===== src/rtl/snake_pkg.sv =====
// Shared game-grid types: default grid size, coordinate widths, food FSM states, cell struct.
// Latency: none (declarations only).
// Backpressure: n/a.
package snake_pkg;

   localparam int GRID_W_DEF = 16;
   localparam int GRID_H_DEF = 8;
   localparam int IDX_W      = 7;   // width of the LFSR sample / linear cell index

   // Coordinate width for a grid dimension; never narrower than one bit.
   function automatic int coord_w(input int n);
      return (n <= 2) ? 1 : $clog2(n);
   endfunction

   localparam int XW = coord_w(GRID_W_DEF);
   localparam int YW = coord_w(GRID_H_DEF);

   typedef enum logic [1:0] {
      IDLE   = 2'd0,
      SAMPLE = 2'd1,
      QUERY  = 2'd2,
      SCAN   = 2'd3
   } state_t;

   // Cell coordinate as exchanged with the snake body store.
   typedef struct packed {
      logic [YW-1:0] y;
      logic [XW-1:0] x;
   } cell_t;

endpackage


===== src/rtl/food_spawn_ctrl_if.sv =====
// Bundle of spawn request, occupancy query handshake and food result for food_spawn_ctrl.
// Latency: none (wiring only).
// Backpressure: query held by o_QryVld until i_QryAck; i_Spawn is dropped while o_Busy=1.
interface food_spawn_ctrl_if #(
   parameter int COL_W = 4,
   parameter int ROW_W = 3
);
   logic             i_Spawn;
   logic [6:0]       i_RandNum;
   logic             o_QryVld;
   logic [COL_W-1:0] o_QryX;
   logic [ROW_W-1:0] o_QryY;
   logic             i_QryAck;
   logic             i_QryOcc;
   logic             o_FoodVld;
   logic [COL_W-1:0] o_FoodX;
   logic [ROW_W-1:0] o_FoodY;
   logic             o_Busy;
   logic             o_BoardFull;

   // Controller side.
   modport master (
      input  i_Spawn, i_RandNum, i_QryAck, i_QryOcc,
      output o_QryVld, o_QryX, o_QryY, o_FoodVld, o_FoodX, o_FoodY, o_Busy, o_BoardFull
   );

   // Game FSM / LFSR / body-store side.
   modport slave (
      output i_Spawn, i_RandNum, i_QryAck, i_QryOcc,
      input  o_QryVld, o_QryX, o_QryY, o_FoodVld, o_FoodX, o_FoodY, o_Busy, o_BoardFull
   );
endinterface


===== src/rtl/food_idx_map.sv =====
// Maps a linear cell index to column/row and flags indices beyond the grid.
// Latency: combinational.
// Backpressure: none.
module food_idx_map
   import snake_pkg::*;
#(
   parameter int GRID_W = GRID_W_DEF,
   parameter int GRID_H = GRID_H_DEF,
   parameter int COL_W  = coord_w(GRID_W),
   parameter int ROW_W  = coord_w(GRID_H)
) (
   input  logic [IDX_W-1:0] idx,
   output logic [COL_W-1:0] cell_x,
   output logic [ROW_W-1:0] cell_y,
   output logic             in_grid
);
   localparam int CELLS = GRID_W * GRID_H;

   // GRID_W is a power of two, so the column is the low bits and the row the rest.
   always_comb begin
      cell_x  = idx[COL_W-1:0];
      cell_y  = ROW_W'(idx >> COL_W);
      in_grid = ({1'b0, idx} < 8'(CELLS));
   end
endmodule


===== src/rtl/food_spawn_ctrl.sv =====
// Picks a free grid cell for food from LFSR samples, retrying on occupied/out-of-grid cells.
// Latency: 3 edges from i_Spawn to o_FoodVld when the first query is acked free immediately.
// Backpressure: query held until i_QryAck; i_Spawn ignored while busy. FOOD_SCAN_FALLBACK_EN adds linear scan.
module food_spawn_ctrl
   import snake_pkg::*;
#(
   parameter int GRID_W    = GRID_W_DEF,
   parameter int GRID_H    = GRID_H_DEF,
   parameter int MAX_TRIES = 32
) (
   input  logic              i_Clk,
   input  logic              i_Rst,
   food_spawn_ctrl_if.master bus
);
   localparam int COL_W = coord_w(GRID_W);
   localparam int ROW_W = coord_w(GRID_H);
   localparam int CELLS = GRID_W * GRID_H;

   state_t           state_q, state_d;
   logic [7:0]       try_q, try_d;
   logic [IDX_W-1:0] idx_q, idx_d;          // last in-grid candidate / current scan cell
   logic             food_vld_q, food_vld_d;
   logic [COL_W-1:0] food_x_q, food_x_d;
   logic [ROW_W-1:0] food_y_q, food_y_d;
   logic             full_q, full_d;

   logic [IDX_W-1:0] map_idx;
   logic [COL_W-1:0] map_x;
   logic [ROW_W-1:0] map_y;
   logic             map_in_grid;
   logic [7:0]       try_inc;
   logic             tries_done;
   logic             qry_vld;

`ifdef FOOD_SCAN_FALLBACK_EN
   logic [7:0]       scan_q, scan_d;        // occupied cells seen since the scan started
   logic [7:0]       idx_plus;
   logic [IDX_W-1:0] idx_wrap;
`endif

   // SAMPLE classifies the fresh LFSR value; every other state maps the held index.
   assign map_idx = (state_q == SAMPLE) ? bus.i_RandNum : idx_q;

   food_idx_map #(
      .GRID_W (GRID_W),
      .GRID_H (GRID_H),
      .COL_W  (COL_W),
      .ROW_W  (ROW_W)
   ) u_map (
      .idx     (map_idx),
      .cell_x  (map_x),
      .cell_y  (map_y),
      .in_grid (map_in_grid)
   );

   assign try_inc    = (try_q == 8'hFF) ? try_q : try_q + 8'd1;
   assign tries_done = (try_inc >= 8'(MAX_TRIES));

`ifdef FOOD_SCAN_FALLBACK_EN
   assign idx_plus = {1'b0, idx_q} + 8'd1;
   assign idx_wrap = (idx_plus == 8'(CELLS)) ? '0 : idx_plus[IDX_W-1:0];
`endif

   // State and datapath registers; async reset drops the query immediately.
   always_ff @(posedge i_Clk or negedge i_Rst) begin
      if (!i_Rst) begin
         state_q    <= IDLE;
         try_q      <= '0;
         idx_q      <= '0;
         food_vld_q <= 1'b0;
         food_x_q   <= '0;
         food_y_q   <= '0;
         full_q     <= 1'b0;
`ifdef FOOD_SCAN_FALLBACK_EN
         scan_q     <= '0;
`endif
      end else begin
         state_q    <= state_d;
         try_q      <= try_d;
         idx_q      <= idx_d;
         food_vld_q <= food_vld_d;
         food_x_q   <= food_x_d;
         food_y_q   <= food_y_d;
         full_q     <= full_d;
`ifdef FOOD_SCAN_FALLBACK_EN
         scan_q     <= scan_d;
`endif
      end
   end

   // Next-state: random candidates until one is free, optionally falling back to a scan.
   always_comb begin
      state_d    = state_q;
      try_d      = try_q;
      idx_d      = idx_q;
      food_vld_d = food_vld_q;
      food_x_d   = food_x_q;
      food_y_d   = food_y_q;
      full_d     = full_q;
`ifdef FOOD_SCAN_FALLBACK_EN
      scan_d     = scan_q;
`endif
      case (state_q)
         IDLE: begin
            if (bus.i_Spawn) begin
               food_vld_d = 1'b0;
               full_d     = 1'b0;
               try_d      = '0;
               idx_d      = '0;
               state_d    = SAMPLE;
            end
         end
         SAMPLE: begin
            if (map_in_grid) begin
               idx_d   = bus.i_RandNum;
               state_d = QUERY;
            end else begin
               try_d = try_inc;
`ifdef FOOD_SCAN_FALLBACK_EN
               if (tries_done) begin
                  idx_d   = idx_wrap;
                  scan_d  = '0;
                  state_d = SCAN;
               end
`endif
            end
         end
         QUERY: begin
            if (bus.i_QryAck) begin
               if (!bus.i_QryOcc) begin
                  food_x_d   = map_x;
                  food_y_d   = map_y;
                  food_vld_d = 1'b1;
                  state_d    = IDLE;
               end else begin
                  try_d   = try_inc;
                  state_d = SAMPLE;
`ifdef FOOD_SCAN_FALLBACK_EN
                  if (tries_done) begin
                     idx_d   = idx_wrap;
                     scan_d  = '0;
                     state_d = SCAN;
                  end
`endif
               end
            end
         end
         SCAN: begin
`ifdef FOOD_SCAN_FALLBACK_EN
            if (bus.i_QryAck) begin
               if (!bus.i_QryOcc) begin
                  food_x_d   = map_x;
                  food_y_d   = map_y;
                  food_vld_d = 1'b1;
                  state_d    = IDLE;
               end else if (scan_q + 8'd1 == 8'(CELLS)) begin
                  full_d  = 1'b1;
                  state_d = IDLE;
               end else begin
                  scan_d = scan_q + 8'd1;
                  idx_d  = idx_wrap;
               end
            end
`else
            state_d = IDLE;
`endif
         end
         default: state_d = IDLE;
      endcase
   end

   assign qry_vld         = (state_q == QUERY) || (state_q == SCAN);
   assign bus.o_QryVld    = qry_vld;
   assign bus.o_QryX      = qry_vld ? map_x : '0;
   assign bus.o_QryY      = qry_vld ? map_y : '0;
   assign bus.o_FoodVld   = food_vld_q;
   assign bus.o_FoodX     = food_x_q;
   assign bus.o_FoodY     = food_y_q;
   assign bus.o_Busy      = (state_q != IDLE);
   assign bus.o_BoardFull = full_q;

endmodule

===== src/flat_wrapper.sv =====
// flat-port wrapper written by rule: the top's interface ports become plain ports
module food_spawn_ctrl_flat import snake_pkg::*;
#(
   parameter int GRID_W    = GRID_W_DEF,
   parameter int GRID_H    = GRID_H_DEF,
   parameter int MAX_TRIES = 32
)
  (i_Clk, i_Rst, bus_i_Spawn, bus_i_RandNum, bus_i_QryAck, bus_i_QryOcc, bus_o_QryVld, bus_o_QryX, bus_o_QryY, bus_o_FoodVld, bus_o_FoodX, bus_o_FoodY, bus_o_Busy, bus_o_BoardFull);
  food_spawn_ctrl_if bus_i ();
  input  logic i_Clk;
  input  logic i_Rst;
  input wire logic [$bits(bus_i.i_Spawn)-1:0] bus_i_Spawn;
  input wire logic [$bits(bus_i.i_RandNum)-1:0] bus_i_RandNum;
  input wire logic [$bits(bus_i.i_QryAck)-1:0] bus_i_QryAck;
  input wire logic [$bits(bus_i.i_QryOcc)-1:0] bus_i_QryOcc;
  output wire logic [$bits(bus_i.o_QryVld)-1:0] bus_o_QryVld;
  output wire logic [$bits(bus_i.o_QryX)-1:0] bus_o_QryX;
  output wire logic [$bits(bus_i.o_QryY)-1:0] bus_o_QryY;
  output wire logic [$bits(bus_i.o_FoodVld)-1:0] bus_o_FoodVld;
  output wire logic [$bits(bus_i.o_FoodX)-1:0] bus_o_FoodX;
  output wire logic [$bits(bus_i.o_FoodY)-1:0] bus_o_FoodY;
  output wire logic [$bits(bus_i.o_Busy)-1:0] bus_o_Busy;
  output wire logic [$bits(bus_i.o_BoardFull)-1:0] bus_o_BoardFull;
  assign bus_i.i_Spawn = bus_i_Spawn;
  assign bus_i.i_RandNum = bus_i_RandNum;
  assign bus_i.i_QryAck = bus_i_QryAck;
  assign bus_i.i_QryOcc = bus_i_QryOcc;
  assign bus_o_QryVld = bus_i.o_QryVld;
  assign bus_o_QryX = bus_i.o_QryX;
  assign bus_o_QryY = bus_i.o_QryY;
  assign bus_o_FoodVld = bus_i.o_FoodVld;
  assign bus_o_FoodX = bus_i.o_FoodX;
  assign bus_o_FoodY = bus_i.o_FoodY;
  assign bus_o_Busy = bus_i.o_Busy;
  assign bus_o_BoardFull = bus_i.o_BoardFull;
  food_spawn_ctrl #(.GRID_W(GRID_W), .GRID_H(GRID_H), .MAX_TRIES(MAX_TRIES)) u_core (.i_Clk(i_Clk), .i_Rst(i_Rst), .bus(bus_i));
endmodule

===== config.mk =====
export PLATFORM = sky130hd
export DESIGN_NAME = food_spawn_ctrl_flat
export DESIGN_NICKNAME = d
export VERILOG_FILES = /design/src/rtl/snake_pkg.sv /design/src/rtl/food_spawn_ctrl_if.sv /design/src/rtl/food_idx_map.sv /design/src/rtl/food_spawn_ctrl.sv /design/src/flat_wrapper.sv
export SDC_FILE = /design/constraint.sdc
export NUM_CORES = 1
export LEC_CHECK = 0
export ABC_AREA = 0
export BUFFER_PORTS_ARGS = -buffer_cell sky130_fd_sc_hd__clkbuf_2
export CORE_MARGIN = 3
export CORE_UTILIZATION = 49
export CTS_CLUSTER_DIAMETER = 50
export DETAILED_ROUTE_END_ITERATION = 10
export PLACE_DENSITY = 0.92
export SLEW_MARGIN = 0
export SYNTH_ARGS = -nofsm -noshare
export SYNTH_HDL_FRONTEND = slang
export SYNTH_SLANG_ARGS = --single-unit
export TNS_END_PERCENT = 1

===== constraint.sdc =====
create_clock -name i_Clk -period 3.1 [get_ports i_Clk]
set_input_delay 0 -clock i_Clk [delete_from_list [all_inputs] [get_ports i_Clk]]
set_output_delay 0 -clock i_Clk [all_outputs]
set_load 0.05 [all_outputs]

==> metrics.md, run 1 <==
| Metric | Value |
|---|---|
| Status | `completed` |
| Most used cell along the critical path | `sky130_fd_sc_hd__dlygate4sd3_1` |
| Power density relative to cell area | `between 1000 and 1500 nW/um^2` |
| TritonCTS clock tree | `done` |
| Total grt overflow | `0` |
| # H-tree levels | `1` |
| Total design power | `between 1 and 1.5 mW` |
| Startpoint of the lowest-slack register-to-register path | `u_core.state_q[1]` |
| Largest cells by area after synthesis | `sky130_fd_sc_hd__dfrtp_1, sky130_fd_sc_hd__mux2_4, sky130_fd_sc_hd__a22o_1` |
| Fraction of power consumed by the clock network | `a little over a tenth` |
| Clock-pin slew reported for the worst setup and hold paths after clock tree synthesis | `around 0.10 ns` |
| Setup TNS | `0 ns` |
| Sequential group share of total power | `a little under two fifths` |
| Highest fanout seen on the critical path | `16` |
| Max Buffers Root-to-Sink | `2` |
| Critical Path End Type | `register` |
| Number of cells in the design after placement | `between 90 and 100` |
| Relative slew margins | `62.0%` |
| Detailed-route via count | `~560` |
| Drt drc | `0` |
| Post-synthesis cell type with the largest combined area | `sky130_fd_sc_hd__dfrtp_1` |
| Number of optimization iterations in the first detailed-route pass | `4` |
| Number of nets in the synthesized netlist | `between 60 and 70` |
| Iteration-0 DRC Markers | `7` |
| Post-Route Hold Slack | `0.0214 ns` |
| Pin slew with the least headroom to its limit | `about 0.57 ns` |
| Cell area after synthesis | `around 760 um^2` |
| Master cell of the clock root buffer | `sky130_fd_sc_hd__clkbuf_4` |
| Total number of yosys warnings | `0` |
| I/O pins | `30` |
| Top cells by instance count after synthesis | `sky130_fd_sc_hd__dfrtp_1, sky130_fd_sc_hd__and2_1, sky130_fd_sc_hd__a22o_1, sky130_fd_sc_hd__mux2_4, sky130_fd_sc_hd__clkbuf_1` |
| Share of synthesized registers carrying an async set or reset | `100%` |
| Overall routing resource usage | `about 19%` |
| Clk sink count | `17` |
| Cell-internal power | `0.564 mW` |
| Insertion delay of the later-clocked pin in the worst-skew pair | `around 0.29 ns` |
| Terminus of the critical flop-to-flop path | `u_core.state_q[0]` |
| Unrepaired setup endpoints after global routing | `false` |
| Most common flop cell mapped by yosys | `sky130_fd_sc_hd__dfrtp_1` |
| Die Outline Area | `2050 um^2` |
| Proportion of total power due to net switching | `about half` |
| Number of cells on the worst reg-to-reg path | `4` |
| Synthesized area per cell | `between 10 and 15 um^2` |
| Beginning of the critical path | `u_core.state_q[1]` |
| Max capacitance violation total | `0` |
| Fmax | `504 MHz` |
| Area delta synth->final | `35.6%` |
| Max-slew violation count | `0` |
| Leakage | `between 0.5 and 0.6 nW` |
| Startpoint kind of the worst setup timing path | `register` |
| Portion of synthesized cell area occupied by the leading cell type | `a little under three fifths` |
| Post-place setup slack | `between 1.5 and 2 ns` |
| Wire length of the first global-routing pass | `2650 um` |
| Antenna-violating nets left | `0` |
| Type of the setup path with the least slack | `reg -> reg` |
| Final critical path time including I/O delays and setup | `1.99 ns` |
| Fraction of layout instances using a drive strength above 1 | `43.6%` |
| Vias in the first global route | `about 570` |
| Total setup violations reported at the end of the flow | `0` |
| Number of distinct standard cells referenced by the synthesized netlist | `19` |
| Crit share post-route | `approximately 64%` |
| Post-Syn Instances | `56` |
| Required time of the critical path | `3.34 ns` |
| Maximum number of pins on one net before global-route repair | `18` |
| Top-count cell post-synth | `sky130_fd_sc_hd__dfrtp_1` |
| Number of flops mapped to enable cells by yosys | `0` |
| Total number of nets in the final design | `approximately 110` |
| Share of the yosys chip area belonging to registers | `around 56%` |
| Slowest-stage cell, CP | `sky130_fd_sc_hd__dlygate4sd3_1` |
| Hold Path Class | `in -> reg` |
| Clock buffers created by TritonCTS | `3` |
| Die boundary height | `between 40 and 50 um` |
| Register-to-register setup slack | `around 1.1 ns` |
| Count of port buffers added during placement | `28` |
| IR drop worst, VDD | `0.000591 V` |
| Drt wl/cell | `roughly 15 um` |
| Floorplan Core Area | `1370 um^2` |
| Final wirelength | `about 1600 um` |
| Number of rows in the core area | `13` |
| Data arrival time of the worst path | `~2.2 ns` |
| Worst path setup slack after routing | `between 1 and 1.5 ns` |
| Number of synthesized register bits | `17` |
| Final HPWL from detailed placement | `~1100 um` |
| Clock skew after layout | `0.00802 ns` |
| Proportion of power drawn by combinational gates | `52.4%` |
| Number of diodes | `0` |
| RD Place Congestion | `between 0.7 and 0.8` |
| Post-detailed-route via-to-cell ratio | `about 5.1` |
| Starting density of the core | `a little under three fifths` |
| Initial antenna violation count | `0` |
| Switching component of the power | `~0.53 mW` |
| Horiz. Die Dim | `between 40 and 50 um` |
| Capturing instance or port of the critical path | `u_core.state_q[0]` |
| Cell-by-cell trace of the critical path | `nand3_1 > dlygate4sd3_1 > a21oi_1 > dlygate4sd3_1` |
| Slowest Stage Delay on Critical Path | `about 0.58 ns` |
| Post-route insts no fill | `around 110` |
| Final number of hold-violating endpoints | `0` |
-- worst min path at each step --
stage,endpoint,from,depth (start not counted)
finish,u_core.bus.o_FoodVld,bus_i_Spawn,3
global route,u_core.bus.o_FoodVld,bus_i_Spawn,3
CTS,u_core.bus.o_FoodVld,bus_i_Spawn,3
detailed placement,u_core.idx_q[1],i_Rst,1
global placement,u_core.bus.o_FoodX[1],i_Rst,1
floorplan,u_core.bus.o_FoodVld,i_Rst,0
-- registers in the layout (all words and copies together), names as in the netlist --
signal / cells
u_core.idx_q: 7
u_core.bus.o_FoodY: 3
u_core.bus.o_FoodX: 4
u_core.state_q: 2
u_core.bus.o_FoodVld: 1
-- critical path, delay by kind of cell (launching register included) --
kind                   cells  cell delay, ns
flip-flops                 1            0.54
AND/OR/NAND/NOR            1            0.11
AO/OA/AOI/OAI              1            0.15
buffers and inverters      2            1.14
-- metrics by stage --
| stage | utilization (%) | area, um^2 |
|---|---|---|
| after floorplan | - | 756 |
| after global placement | 64.7 | 885 |
| after detailed placement | 64.7 | 885 |
| after CTS | 75.0 | 1020 |
| after global routing | 75.0 | 1020 |
| final | 75.0 | 1020 |
-- power by group through the flow --
stage	Clock [mW]	Combinational, mW	Sequential (mW)
6_report	0.120	0.575	0.403
5_1_grt	0.134	0.605	0.420
4_1_cts	0.126	0.580	0.404
3_5_place_dp	0	0.561	0.409
3_3_place_gp	0	0.550	0.401
2_1_floorplan	0	0.318	0.525
-- kinds of logic after synthesis --
| group | share of synthesized area (%) |
|---|---|
| AOI/OAI and AO/OA | 10.9 |
| buffers and inverters | 3.97 |
| DFF | 56.3 |
| muxes | 13.9 |
| other | 0.496 |
| and+or+nand+nor | 14.4 |
-- area by class of cell --
type	instances	area [um^2]
clock buffers	3	22.5
clock inverters	1	7.51
fillers	96	342
multi-input cells	34	300
flip-flops and latches	17	425
well taps	15	18.8
repair buffers	39	250
-- per-layer routing --
| layer | track usage [%] | part of all wire (%) | up-vias |
|---|---|---|---|
| met5 | 0 | 0 | - |
| met3 | 3.59 | 5.4 | 2 |
| met4 | 12.3 | 1.4 | 0 |
| li1 | - | - | 271 |
| met2 | 29.9 | 48 | 19 |
| met1 | 24.6 | 45 | 265 |
-- layout by cell type (no fill, tap or decap) --
cell	Yosys	final
sky130_fd_sc_hd__a21oi_1	1	1
sky130_fd_sc_hd__and2_1	8	8
sky130_fd_sc_hd__mux2_4	7	7
sky130_fd_sc_hd__clkbuf_2	0	28
sky130_fd_sc_hd__clkinvlp_4	0	1
sky130_fd_sc_hd__or2_1	1	1
sky130_fd_sc_hd__dlygate4sd3_1	0	11
sky130_fd_sc_hd__nand2b_2	1	1
sky130_fd_sc_hd__o21bai_1	1	1
sky130_fd_sc_hd__and4bb_1	1	1
sky130_fd_sc_hd__clkbuf_4	0	3
sky130_fd_sc_hd__conb_1	1	1
sky130_fd_sc_hd__dfrtp_1	17	17
sky130_fd_sc_hd__a211o_1	1	1
sky130_fd_sc_hd__or2_2	1	1
sky130_fd_sc_hd__nor2b_1	1	1
sky130_fd_sc_hd__nand2b_1	1	1
sky130_fd_sc_hd__nand3_1	1	1
sky130_fd_sc_hd__a22o_1	7	7
sky130_fd_sc_hd__nor3b_1	1	1
-- what timing repair did --
action,4_1_cts,5_1_grt
setup buffers,0,0
gates resized for setup,0,0
hold endpoints to repair,25,0
hold buffers,11,0
(Power assumes the default switching activity.)
==> run 2: changes to the inputs <==
--- a/config.mk
+++ b/config.mk
@@ -8,10 +8,10 @@
 export ABC_AREA = 0
 export BUFFER_PORTS_ARGS = -buffer_cell sky130_fd_sc_hd__clkbuf_2
 export CORE_MARGIN = 3
-export CORE_UTILIZATION = 49
+export CORE_UTILIZATION = 46
 export CTS_CLUSTER_DIAMETER = 50
 export DETAILED_ROUTE_END_ITERATION = 10
-export PLACE_DENSITY = 0.92
+export PLACE_DENSITY = 0.87
 export SLEW_MARGIN = 0
 export SYNTH_ARGS = -nofsm -noshare
 export SYNTH_HDL_FRONTEND = slang
==> constraint.sdc (replaced) <==
create_clock -name i_Clk -period 1.93 [get_ports i_Clk]
set_input_delay 0 -clock i_Clk [delete_from_list [all_inputs] [get_ports i_Clk]]
set_output_delay 0 -clock i_Clk [all_outputs]
set_load 0.05 [all_outputs]
==> run 2 against run 1 <==
Net effect:
- register-to-register slack worse by 0.65 ns
- worst setup slack lost 0.65 ns
- sequential power is 56% higher
- non-clock buffer count up 1
- critical endpoint is now u_core.bus.o_FoodX[2]
- total power is 60% higher
- sequential share of layout area decreased by 0.25 points
==> metrics.md, run 2 (synthesized netlist as in run 1, its figures left out) <==
| Metric | Value |
|---|---|
| Status | `completed` |
| Number of optimization iterations in the first detailed-route pass | `4 (unchanged)` |
| Worst path setup slack after routing | `0.468 ns (-0.647 ns)` |
| IR drop worst, VDD | `0.000840 V (+42%)` |
| Clock buffers created by TritonCTS | `3 (unchanged)` |
| Number of cells in the design after placement | `96 (+2.1%)` |
| Relative slew margins | `61.0% (-1.0 points)` |
| Post-detailed-placement cell area | `893 um^2 (+0.99%)` |
| Max Buffers Root-to-Sink | `2 (unchanged)` |
| Final wirelength | `1630 um (-0.43%)` |
| Total design power | `1.76 mW (+60%)` |
| Hold depth | `3 (unchanged)` |
| Crit share post-route | `75.7% (+12 points)` |
| Highest-count cells in the layout ignoring fill and taps | `sky130_fd_sc_hd__clkbuf_2, sky130_fd_sc_hd__dfrtp_1, sky130_fd_sc_hd__dlygate4sd3_1` |
| Clk sink count | `17 (unchanged)` |
| Master cell of the clock root buffer | `sky130_fd_sc_hd__clkbuf_4` |
| Number of diodes | `0 (unchanged)` |
| Register Area | `425 um^2 (unchanged)` |
| Final critical path time including I/O delays and setup | `1.46 ns (-0.523 ns)` |
| Post-place setup slack | `0.482 ns (-1.06 ns)` |
| Register name with the most flops | `u_core.idx_q` |
| Clock-pin slew reported for the worst setup and hold paths after clock tree synthesis | `0.09 ns (about the same)` |
| End-of-flow core utilization | `67.7% (-7.3 points)` |
| Critical Path End Type | `register` |
| Startpoint of the most critical hold path | `bus_i_QryAck` |
| I/O pins | `30 (unchanged)` |
| Area delta synth->final | `36.4%` |
| Post-route insts no fill | `111 (+1.8%)` |
| Max-slew violation count | `0 (unchanged)` |
| Clock skew after layout | `0.00792 ns (-0.000105 ns)` |
| Sequential group share of total power | `35.6% (-1.1 points)` |
| Initial antenna violation count | `0 (unchanged)` |
| Proportion of power drawn by combinational gates | `53.9% (+1.5 points)` |
| Iteration-0 DRC Markers | `6 (-1)` |
| Pin slew with the least headroom to its limit | `0.585 ns (+0.0155 ns)` |
| Fmax | `684 MHz (+36%)` |
| Register-to-register setup slack | `0.47 ns (-0.65 ns)` |
| Post-detailed-route via-to-cell ratio | `5.23 (+2.4%)` |
| Post-Route Hold Slack | `0.0893 ns (+0.0679 ns)` |
| Type of the setup path with the least slack | `reg -> reg` |
| Cell-internal power | `0.908 mW (+61%)` |
| Max capacitance violation total | `0 (unchanged)` |
| Final number of hold-violating endpoints | `0 (unchanged)` |
| Number of cells upsized or downsized after cts | `0 (unchanged)` |
| Required time of the critical path | `2.11 ns (-1.23 ns)` |
| Leakage | `0.547 nW (+1.4%)` |
| Multi-input logic area | `300 um^2 (unchanged)` |
| Highest fanout seen on the critical path | `8 (-8)` |
| Count of port buffers added during placement | `28 (unchanged)` |
| Overall routing resource usage | `17.3% (-2.0 points)` |
| Hold Path Class | `in -> reg` |
| Worst-case hold path end point | `u_core.state_q[1]` |
| Number of cells on the worst reg-to-reg path | `2 (-2)` |
| Terminus of the critical flop-to-flop path | `u_core.bus.o_FoodX[2]` |
| Antenna-violating nets left | `0 (unchanged)` |
| Total number of nets in the final design | `108 (+0.93%)` |
| Fraction of layout instances using a drive strength above 1 | `44.2% (+0.59 points)` |
| Drt drc | `0 (unchanged)` |
| Horiz. Die Dim | `46.5 um (+2.8%)` |
| Startpoint kind of the worst setup timing path | `register` |
| Data arrival time of the worst path | `1.64 ns (-0.58 ns)` |
| Largest register FFs | `7 (unchanged)` |
| Detailed-route via count | `581 (+4.3%)` |
| Total grt overflow | `0 (unchanged)` |
| Number of rows in the core area | `14 (+1)` |
| Starting density of the core | `49.6% (-5.7 points)` |
| Total setup violations reported at the end of the flow | `0 (unchanged)` |
| Die Outline Area | `2170 um^2 (+5.6%)` |
| Insertion delay of the later-clocked pin in the worst-skew pair | `0.29 ns (about the same)` |
| Die boundary height | `46.5 um (+2.8%)` |
| Power density relative to cell area | `1710 nW/um^2 (+59%)` |
| Startpoint of the lowest-slack register-to-register path | `u_core.state_q[0]` |
| Setup TNS | `0 ns (unchanged)` |
| Fraction of power consumed by the clock network | `10.5% (-0.5 points)` |
| Switching component of the power | `0.854 mW (+60%)` |
| Unrepaired setup endpoints after global routing | `false` |
| Most frequent standard cell in the layout excluding fill and tap cells | `sky130_fd_sc_hd__clkbuf_2` |
| Wire length of the first global-routing pass | `2450 um (-7.6%)` |
| TritonCTS clock tree | `done` |
| Maximum number of pins on one net before global-route repair | `18 (unchanged)` |
| RD Place Congestion | `0.738 (-2.9%)` |
| Floorplan Core Area | `1520 um^2 (+12%)` |
| Vias in the first global route | `549 (-3.2%)` |
| Proportion of total power due to net switching | `48.5% (-0.17 points)` |
| Drt wl/cell | `14.7 um (-2.2%)` |
| Final instance area | `1030 um^2 (+0.61%)` |
| # H-tree levels | `1 (unchanged)` |
| FILL cells | `124 (+29%)` |
==> run 2: changes by cell type in the layout (fill, tap and decap cells not counted) <==
cell,change
sky130_fd_sc_hd__clkinvlp_4,-1
sky130_fd_sc_hd__clkinv_2,+1
sky130_fd_sc_hd__buf_4,+1
==> run 2: power by group through the flow <==
stage	registers, mW	clock network [mW]	logic, mW
floorplan	0.844	0	0.511
global placement	0.625	0	0.918
detailed placement	0.635	0	0.934
CTS	0.628	0.192	0.956
global route	0.643	0.212	1.00
finish	0.627	0.185	0.950
==> run 2: per-layer routing <==
layer	up-vias	part of all wire [%]	GRT usage [%]
li1	273	-	-
met4	0	3.1	10.2
met2	21	51	28.0
met5	-	0	0
met1	280	39	18.5
met3	7	6.5	7.42
==> run 2: what timing repair did <==
action                    in CTS  in global routing
hold buffers                  11                  0
hold endpoints to repair      25                  0
setup buffers                  0                  0
==> run 2: worst max-delay path by stage <==
stage                 startpoint               endpoint  slack (ns)  depth (start not counted)
2_1_floorplan  u_core.state_q[0]  u_core.bus.o_FoodX[0]        0.71                          3
3_3_place_gp   u_core.state_q[0]  u_core.bus.o_FoodY[2]        0.52                          2
3_5_place_dp   u_core.state_q[0]  u_core.bus.o_FoodX[0]        0.48                          2
4_1_cts        u_core.state_q[0]  u_core.bus.o_FoodX[0]        0.47                          2
5_1_grt        u_core.state_q[0]  u_core.bus.o_FoodY[1]        0.39                          2
6_report       u_core.state_q[0]  u_core.bus.o_FoodX[2]        0.47                          2
==> run 2: cell type report <==
class | count | area share [%]
Timing Repair Buffer | 40 | 25.0
Multi-Input combinational cell | 34 | 29.1
Clock buffer | 3 | 2.18
Sequential cell | 17 | 41.3
Tap cell | 16 | 1.94
Clock inverter | 1 | 0.485
==> run 2: worst max-delay path, cell delays in order (launching register included) <==
cell,delay (ns)
sky130_fd_sc_hd__dfrtp_1,0.44
sky130_fd_sc_hd__and4bb_1,0.58
sky130_fd_sc_hd__mux2_4,0.34
